==> src/rtl/pipe_ctrl_pkg.sv <==
// Shared types for the pipeline sequencing controller.
// Reason codes, scoreboard geometry and counter limits.
package pipe_ctrl_pkg;

    localparam int NREG  = 32;
    localparam int CNT_W = 2;
    localparam logic [CNT_W-1:0] CNT_FULL = '1;
    localparam logic [15:0] STALL_MAX = 16'hFFFF;

    typedef enum logic [1:0] {
        ST_RUN   = 2'd0,
        ST_RAW   = 2'd1,
        ST_MEM   = 2'd2,
        ST_FLUSH = 2'd3
    } ctrl_state_e;

endpackage

==> src/rtl/pipe_ctrl_sb.sv <==
// Per-register write scoreboard with 2-bit in-flight counters.
// PIPE_CTRL_WB_BYPASS_EN: a retiring write no longer counts as pending.
module pipe_ctrl_sb
    import pipe_ctrl_pkg::*;
(
    input  logic       clk,
    input  logic       rst_n,
    input  logic       inc_i,
    input  logic [4:0] inc_rd_i,
    input  logic       wb_we_i,
    input  logic [4:0] wb_rd_i,
    input  logic [4:0] rs1_i,
    input  logic [4:0] rs2_i,
    input  logic [4:0] rd_i,
    output logic       pend1_o,
    output logic       pend2_o,
    output logic       full_o
);

    logic [CNT_W-1:0] cnt_q [NREG];
    logic [CNT_W-1:0] cnt_d [NREG];
    logic [NREG-1:0]  inc_v;
    logic [NREG-1:0]  dec_v;
    logic [NREG-1:0]  pend_v;

    always_comb begin
        for (int r = 0; r < NREG; r++) begin
            inc_v[r] = inc_i && (inc_rd_i == 5'(r)) && (r != 0);
            dec_v[r] = wb_we_i && (wb_rd_i == 5'(r)) && (r != 0)
                       && (cnt_q[r] != 2'd0);
            cnt_d[r] = cnt_q[r];
            if (inc_v[r] && !dec_v[r]) begin
                cnt_d[r] = cnt_q[r] + 2'd1;
            end else if (dec_v[r] && !inc_v[r]) begin
                cnt_d[r] = cnt_q[r] - 2'd1;
            end
`ifdef PIPE_CTRL_WB_BYPASS_EN
            pend_v[r] = (cnt_q[r] > 2'd1)
                        || ((cnt_q[r] == 2'd1)
                            && !(wb_we_i && (wb_rd_i == 5'(r))));
`else
            pend_v[r] = (cnt_q[r] != 2'd0);
`endif
        end
        // x0 is hardwired, never a hazard source
        pend_v[0] = 1'b0;
    end

    always_ff @(posedge clk) begin
        if (!rst_n) begin
            for (int r = 0; r < NREG; r++) begin
                cnt_q[r] <= '0;
            end
        end else begin
            for (int r = 0; r < NREG; r++) begin
                cnt_q[r] <= cnt_d[r];
            end
        end
    end

    assign pend1_o = pend_v[rs1_i];
    assign pend2_o = pend_v[rs2_i];
    assign full_o  = (rd_i != 5'd0) && (cnt_q[rd_i] == CNT_FULL);

endmodule

==> src/rtl/pipe_ctrl.sv <==
// Pipeline sequencing controller: MEM > FLUSH > RAW > RUN priority.
// Optional write-through bypass via PIPE_CTRL_WB_BYPASS_EN.
module pipe_ctrl
    import pipe_ctrl_pkg::*;
(
    input  logic        clk,
    input  logic        rst_n,
    input  logic        id_valid_i,
    input  logic [4:0]  id_rs1_addr_i,
    input  logic [4:0]  id_rs2_addr_i,
    input  logic        id_reg1_RE_i,
    input  logic        id_reg2_RE_i,
    input  logic [4:0]  id_rd_addr_i,
    input  logic        id_reg_we_i,
    input  logic        ex_jump_i,
    input  logic        mem_busy_i,
    input  logic        wb_reg_we_i,
    input  logic [4:0]  wb_rd_addr_i,
    output logic        pc_stall_o,
    output logic        if_id_stall_o,
    output logic        ex_stall_o,
    output logic        if_id_flush_o,
    output logic        id_ex_flush_o,
    output logic        issue_o,
    output logic [1:0]  ctrl_state_o,
    output logic [15:0] stall_cnt_o
);

    ctrl_state_e state_q, state_d;
    logic [15:0] stall_cnt_q, stall_cnt_d;
    logic        pend1, pend2, full, raw;

    pipe_ctrl_sb u_sb (
        .clk      (clk),
        .rst_n    (rst_n),
        .inc_i    (issue_o && id_reg_we_i),
        .inc_rd_i (id_rd_addr_i),
        .wb_we_i  (wb_reg_we_i),
        .wb_rd_i  (wb_rd_addr_i),
        .rs1_i    (id_rs1_addr_i),
        .rs2_i    (id_rs2_addr_i),
        .rd_i     (id_rd_addr_i),
        .pend1_o  (pend1),
        .pend2_o  (pend2),
        .full_o   (full)
    );

    assign raw = id_valid_i && (
        (id_reg1_RE_i && (id_rs1_addr_i != 5'd0) && pend1)
        || (id_reg2_RE_i && (id_rs2_addr_i != 5'd0) && pend2)
        || (id_reg_we_i && full));

    always_comb begin
        state_d       = ST_RUN;
        pc_stall_o    = 1'b0;
        if_id_stall_o = 1'b0;
        ex_stall_o    = 1'b0;
        if_id_flush_o = 1'b0;
        id_ex_flush_o = 1'b0;
        issue_o       = 1'b0;
        if (!rst_n) begin
            state_d = ST_RUN;
        end else if (mem_busy_i) begin
            // a pending jump stays asserted while EX is frozen
            state_d       = ST_MEM;
            pc_stall_o    = 1'b1;
            if_id_stall_o = 1'b1;
            ex_stall_o    = 1'b1;
        end else if (ex_jump_i) begin
            state_d       = ST_FLUSH;
            if_id_flush_o = 1'b1;
            id_ex_flush_o = 1'b1;
        end else if (raw) begin
            state_d       = ST_RAW;
            pc_stall_o    = 1'b1;
            if_id_stall_o = 1'b1;
            id_ex_flush_o = 1'b1;
        end else begin
            state_d = ST_RUN;
            issue_o = id_valid_i;
        end
    end

    always_comb begin
        stall_cnt_d = stall_cnt_q;
        if ((state_d != ST_RUN) && (stall_cnt_q != STALL_MAX)) begin
            stall_cnt_d = stall_cnt_q + 16'd1;
        end
    end

    always_ff @(posedge clk) begin
        if (!rst_n) begin
            state_q     <= ST_RUN;
            stall_cnt_q <= '0;
        end else begin
            state_q     <= state_d;
            stall_cnt_q <= stall_cnt_d;
        end
    end

    assign ctrl_state_o = state_q;
    assign stall_cnt_o  = stall_cnt_q;

endmodule

==> config.mk <==
export PLATFORM = sky130hd
export DESIGN_NAME = pipe_ctrl
export DESIGN_NICKNAME = d
export VERILOG_FILES = /design/src/rtl/pipe_ctrl_pkg.sv /design/src/rtl/pipe_ctrl_sb.sv /design/src/rtl/pipe_ctrl.sv
export SDC_FILE = /design/constraint.sdc
export NUM_CORES = 1
export LEC_CHECK = 0
export ABC_CLOCK_PERIOD_IN_PS = 8300
export BUFFER_PORTS_ARGS = -buffer_cell sky130_fd_sc_hd__buf_4
export CAP_MARGIN = 20
export CORE_MARGIN = 2
export CORE_UTILIZATION = 50
export DETAILED_ROUTE_END_ITERATION = 10
export PLACE_DENSITY = 0.67
export SETUP_SLACK_MARGIN = 0.02
export SYNTH_ARGS = -nofsm -noshare
export SYNTH_HDL_FRONTEND = slang
export SYNTH_SLANG_ARGS = --single-unit
==> constraint.sdc <==
create_clock -name clk -period 8.3 [get_ports clk]
set_input_delay 1.66 -clock clk [delete_from_list [all_inputs] [get_ports clk]]
set_output_delay 1.66 -clock clk [all_outputs]
set_load 0.01 [all_outputs]
==> results by group <==
Layout
  • Area of all sequential standard cells: 0.001602 mm²
  • Multi-input combinational cell area: about 0.0037 mm²
  • Ant diodes: 0
  • Share of final-layout standard cells stronger than drive strength 1: between 10% and 20%
  • Utilization of the core after routing: a little under three fifths
  • Area growth from synthesis to layout: 11.86%
  • Number of fill cells in the layout: just under 1000
  • Total number of nets in the final design: a little under 800

Logic synthesis
  • Count of unique library cells instantiated by Yosys: 56
  • Mapped Nets: between 700 and 800
  • Cell type with the largest total area after synthesis: sky130_fd_sc_hd__dfxtp_1
  • Prevailing post-synth register cell: sky130_fd_sc_hd__dfxtp_1
  • Number of enable-type register cells in the synthesized netlist: 0
  • Post-synthesis area per instance: just over 8 µm²
  • Leading cell type by number of instances after synthesis: sky130_fd_sc_hd__nor2_1
  • Cell types with the highest counts after synthesis: 120 x sky130_fd_sc_hd__nor2_1, 80 x sky130_fd_sc_hd__dfxtp_1, 62 x sky130_fd_sc_hd__xor2_1
  • Top-area cell type share of the netlist area: roughly 29%
  • Area of the mapped netlist: 0.005487 mm²
  • Total of flip-flops plus latches after synthesis: 80
  • Count of warnings emitted by yosys: 0
  • Synth async-reset ratio: 0%
  • Dominant cells by area after synthesis: sky130_fd_sc_hd__dfxtp_1 29%, sky130_fd_sc_hd__xor2_1 9.9%, sky130_fd_sc_hd__nor2_1 8.2%, sky130_fd_sc_hd__ha_1 7.3%, sky130_fd_sc_hd__mux4_2 4.5%
  • Sequential fraction of the synthesis area: 29.19%
  • Gate Count Post-Synth: around 700

Clocking
  • Hold buffer count at CTS: 0
  • Buffer cell driving the clock tree root: sky130_fd_sc_hd__clkbuf_8
  • Clk slew on worst S/H paths: ~0.080 ns
  • Buffer levels on the longest clock path: 2
  • Number of clock buffers inserted by TritonCTS: 9
  • CTS resizes: 0
  • Latest clock arrival within the worst-skew pair: ~0.38 ns
  • Deepest level of the CTS H-tree: 3
  • CTS sink count: 80
  • CTS tree: yes
  • Post-CTS Setup Bufs: 0

Pwr
  • Internal power of the cells: 530.9 µW
  • Part of the power in combinational logic: between 10% and 20%
  • Switching share of power: about 28%
  • Part of the power in registers: between 50% and 60%
  • Share of power burned in the clock network: a little over a third
  • Post-route total power: 733.7 µW
  • Power density over the cells: ~120 mW/mm²
  • Switch Pwr: ~200 µW
  • Leak Pwr: around 0.0023 µW
  • Worst IR Drop VDD: around 0.079 mV

Routing
  • Violation count after the first detailed-route iteration: about 420
  • Per-cell routed wire length: ~18 µm
  • Via Count: 5328
  • Router iterations before antenna repair: 5
  • Number of nets with antenna violations after detailed routing: 0
  • Routed via count divided by cell count: between 6 and 7
  • Remaining routing DRC violations: 0
  • Total wirelength of the detailed-routed design: 15710 µm

Floorplan
  • Die outline height: 108.8 µm
  • IO Count: between 50 and 60
  • Area of the core: 0.01079 mm²
  • Count of standard-cell rows: 38
  • Initial Util: between 50% and 60%
  • Area of the die: approximately 0.012 mm²
  • Overall die width: approximately 110 µm

Place
  • DPL Wire Length: about 12000 µm
  • Count of input and output buffers: between 50 and 60
  • Final Wtd Congestion: between 0.9 and 1

Worst setup path
  • Crit start category: primary input
  • Arrival time of the worst setup path: 3.87 ns
  • Required arrival time at the worst endpoint: 6.64 ns
  • Endpoint type of the worst setup path: output pin
  • Crit Path Max Fanout: 17
  • Worst setup path class: primary input to output pin

STA
  • Minimum clock period: around 5.5 ns
  • Maximum clock frequency: ~180 MHz
  • Worst clock skew: ~0.012 ns
  • Worst-case headroom to the max-slew limit: between 20% and 30%
  • Number of pins exceeding their max-slew limit in the final report: 0
  • Final Hold Viols: 0
  • Slew @ Worst Pin: between 1 and 1.5 ns
  • Final critical-path share of the clock period: between 60% and 70%
  • Unrepaired setup endpoints after global routing: false
  • Final-layout setup total negative slack: 0 ns
  • Setup violation total in the final timing report: 0

Global route
  • GRT Resource Usage Total: between 20% and 30%
  • Pin count of the biggest net entering global routing: 65
  • Wire length of the first global-routing pass: 25090 µm
  • Number of global-route vias before repair: between 4000 and 5000
  • Number of antenna violations at the first check in global routing: 0
  • Gr ovfl total: 0

Run status
  • Outcome: complete, no violations

Min path
  • Tightest Hold Check Type: flop to flop

Job
  • Maximum capacitance violations: 0
## path summary, 6_finish.rpt
path                                  from                        endpoint  slack, ns  cells past startpoint
max reg2reg  u_sb.cnt_q[3][0]$_SDFFE_PN0P_  u_sb.cnt_q[17][1]$_SDFFE_PN0P_       4.46                     11
min            stall_cnt_o[5]$_SDFFE_PN0P_     stall_cnt_o[5]$_SDFFE_PN0P_       0.49                      2
max                       id_rs1_addr_i[0]                   if_id_stall_o       2.77                     10
min reg2reg    stall_cnt_o[5]$_SDFFE_PN0P_     stall_cnt_o[5]$_SDFFE_PN0P_       0.49                      2
## registers in the layout, summed over array words and instances (netlist names)
signal	flops
ctrl_state_o	2
stall_cnt_o	16
u_sb.cnt_q	62
## kinds of logic (layout without fill, tap and decap cells)
logic type               after synthesis  after routing  share of synthesized area (%)
XOR/XNOR                              62             62                          9.897
adder cells (fa/ha/maj)               32             32                          7.298
multiplexers                          26             26                          7.252
flip-flops                            80             80                          29.19
AND/OR/NAND/NOR                      311            311                          27.62
AO/OA/AOI/OAI                        135            135                          16.10
buffers and inverters                 35             78                          2.646
## placed cells by master (no fill, tap or decap), types with 3 or more instances in the layout
cell	synthesis	routed
sky130_fd_sc_hd__a2111oi_1	6	6
sky130_fd_sc_hd__and3_1	8	8
sky130_fd_sc_hd__or3_1	38	38
sky130_fd_sc_hd__nand2_1	54	54
sky130_fd_sc_hd__a21boi_0	3	3
sky130_fd_sc_hd__a31oi_1	5	5
sky130_fd_sc_hd__nor2b_1	7	7
sky130_fd_sc_hd__a21oi_1	39	39
sky130_fd_sc_hd__ha_1	32	32
sky130_fd_sc_hd__xor2_1	62	62
sky130_fd_sc_hd__nand4_1	7	7
sky130_fd_sc_hd__nand2b_1	10	10
sky130_fd_sc_hd__mux4_2	11	11
sky130_fd_sc_hd__clkbuf_8	0	10
sky130_fd_sc_hd__nand3_1	25	25
sky130_fd_sc_hd__inv_1	7	7
sky130_fd_sc_hd__mux2i_1	15	15
sky130_fd_sc_hd__buf_4	1	53
sky130_fd_sc_hd__and2_1	4	4
sky130_fd_sc_hd__dfxtp_1	80	80
sky130_fd_sc_hd__nand4b_1	6	6
sky130_fd_sc_hd__o2111ai_1	5	5
sky130_fd_sc_hd__a221oi_1	4	4
sky130_fd_sc_hd__a211oi_1	6	6
sky130_fd_sc_hd__nor3_1	8	8
sky130_fd_sc_hd__nor2_1	120	120
sky130_fd_sc_hd__o211ai_1	4	4
sky130_fd_sc_hd__nand3b_1	14	14
sky130_fd_sc_hd__o21ai_0	42	42
## layer usage
metal  global-route usage [%]  part of all wire, %  vias up
met1                    34.69                   43     2567
met2                    45.27                   47      188
li1                         -                    -     2534
met4                    13.92                  3.5        0
met5                        0                    0        -
met3                    5.619                  6.3       39
## critical path, cell delays in order
cell and delay, ns:
sky130_fd_sc_hd__buf_4 0.17, sky130_fd_sc_hd__inv_2 0.12, sky130_fd_sc_hd__mux4_2 0.50, sky130_fd_sc_hd__nor4b_1 0.16, sky130_fd_sc_hd__a2111o_1 0.39, sky130_fd_sc_hd__o2111ai_4 0.28
sky130_fd_sc_hd__o21ai_4 0.19, sky130_fd_sc_hd__nor2_1 0.13, sky130_fd_sc_hd__o21a_1 0.14, sky130_fd_sc_hd__buf_4 0.12
## through the flow
stage          hold WS [ns]  cell area, µm²  setup WS [ns]  cells
3_3_place_gp         0.4691            5953          2.806    848
5_1_grt              0.5157            6137          2.647    864
3_5_place_dp         0.4820            5953          2.771    848
2_1_floorplan        0.4672            5487          2.876    681
4_1_cts              0.4969            6117          2.745    863
6_report             0.4949            6137          2.765    864
## power by group through the flow
stage / clock, µW / sequential [µW] / combinational, µW
floorplan: 0 / 397 / 49.1
global placement: 0 / 396 / 83.8
detailed placement: 0 / 396 / 84.4
CTS: 264 / 387 / 84.6
global route: 281 / 388 / 93.1
finish: 260 / 387 / 86.6
## final cells by class
cell class	instances	share of cell area, %
clock inverter	3	0.3058
sequential	80	26.10
tap	140	2.854
timing repair buffer	54	6.809
multi-input combinational	566	61.02
clock buffer	12	2.365
inverter	9	0.5505
Power figures use the tool's default switching activity.
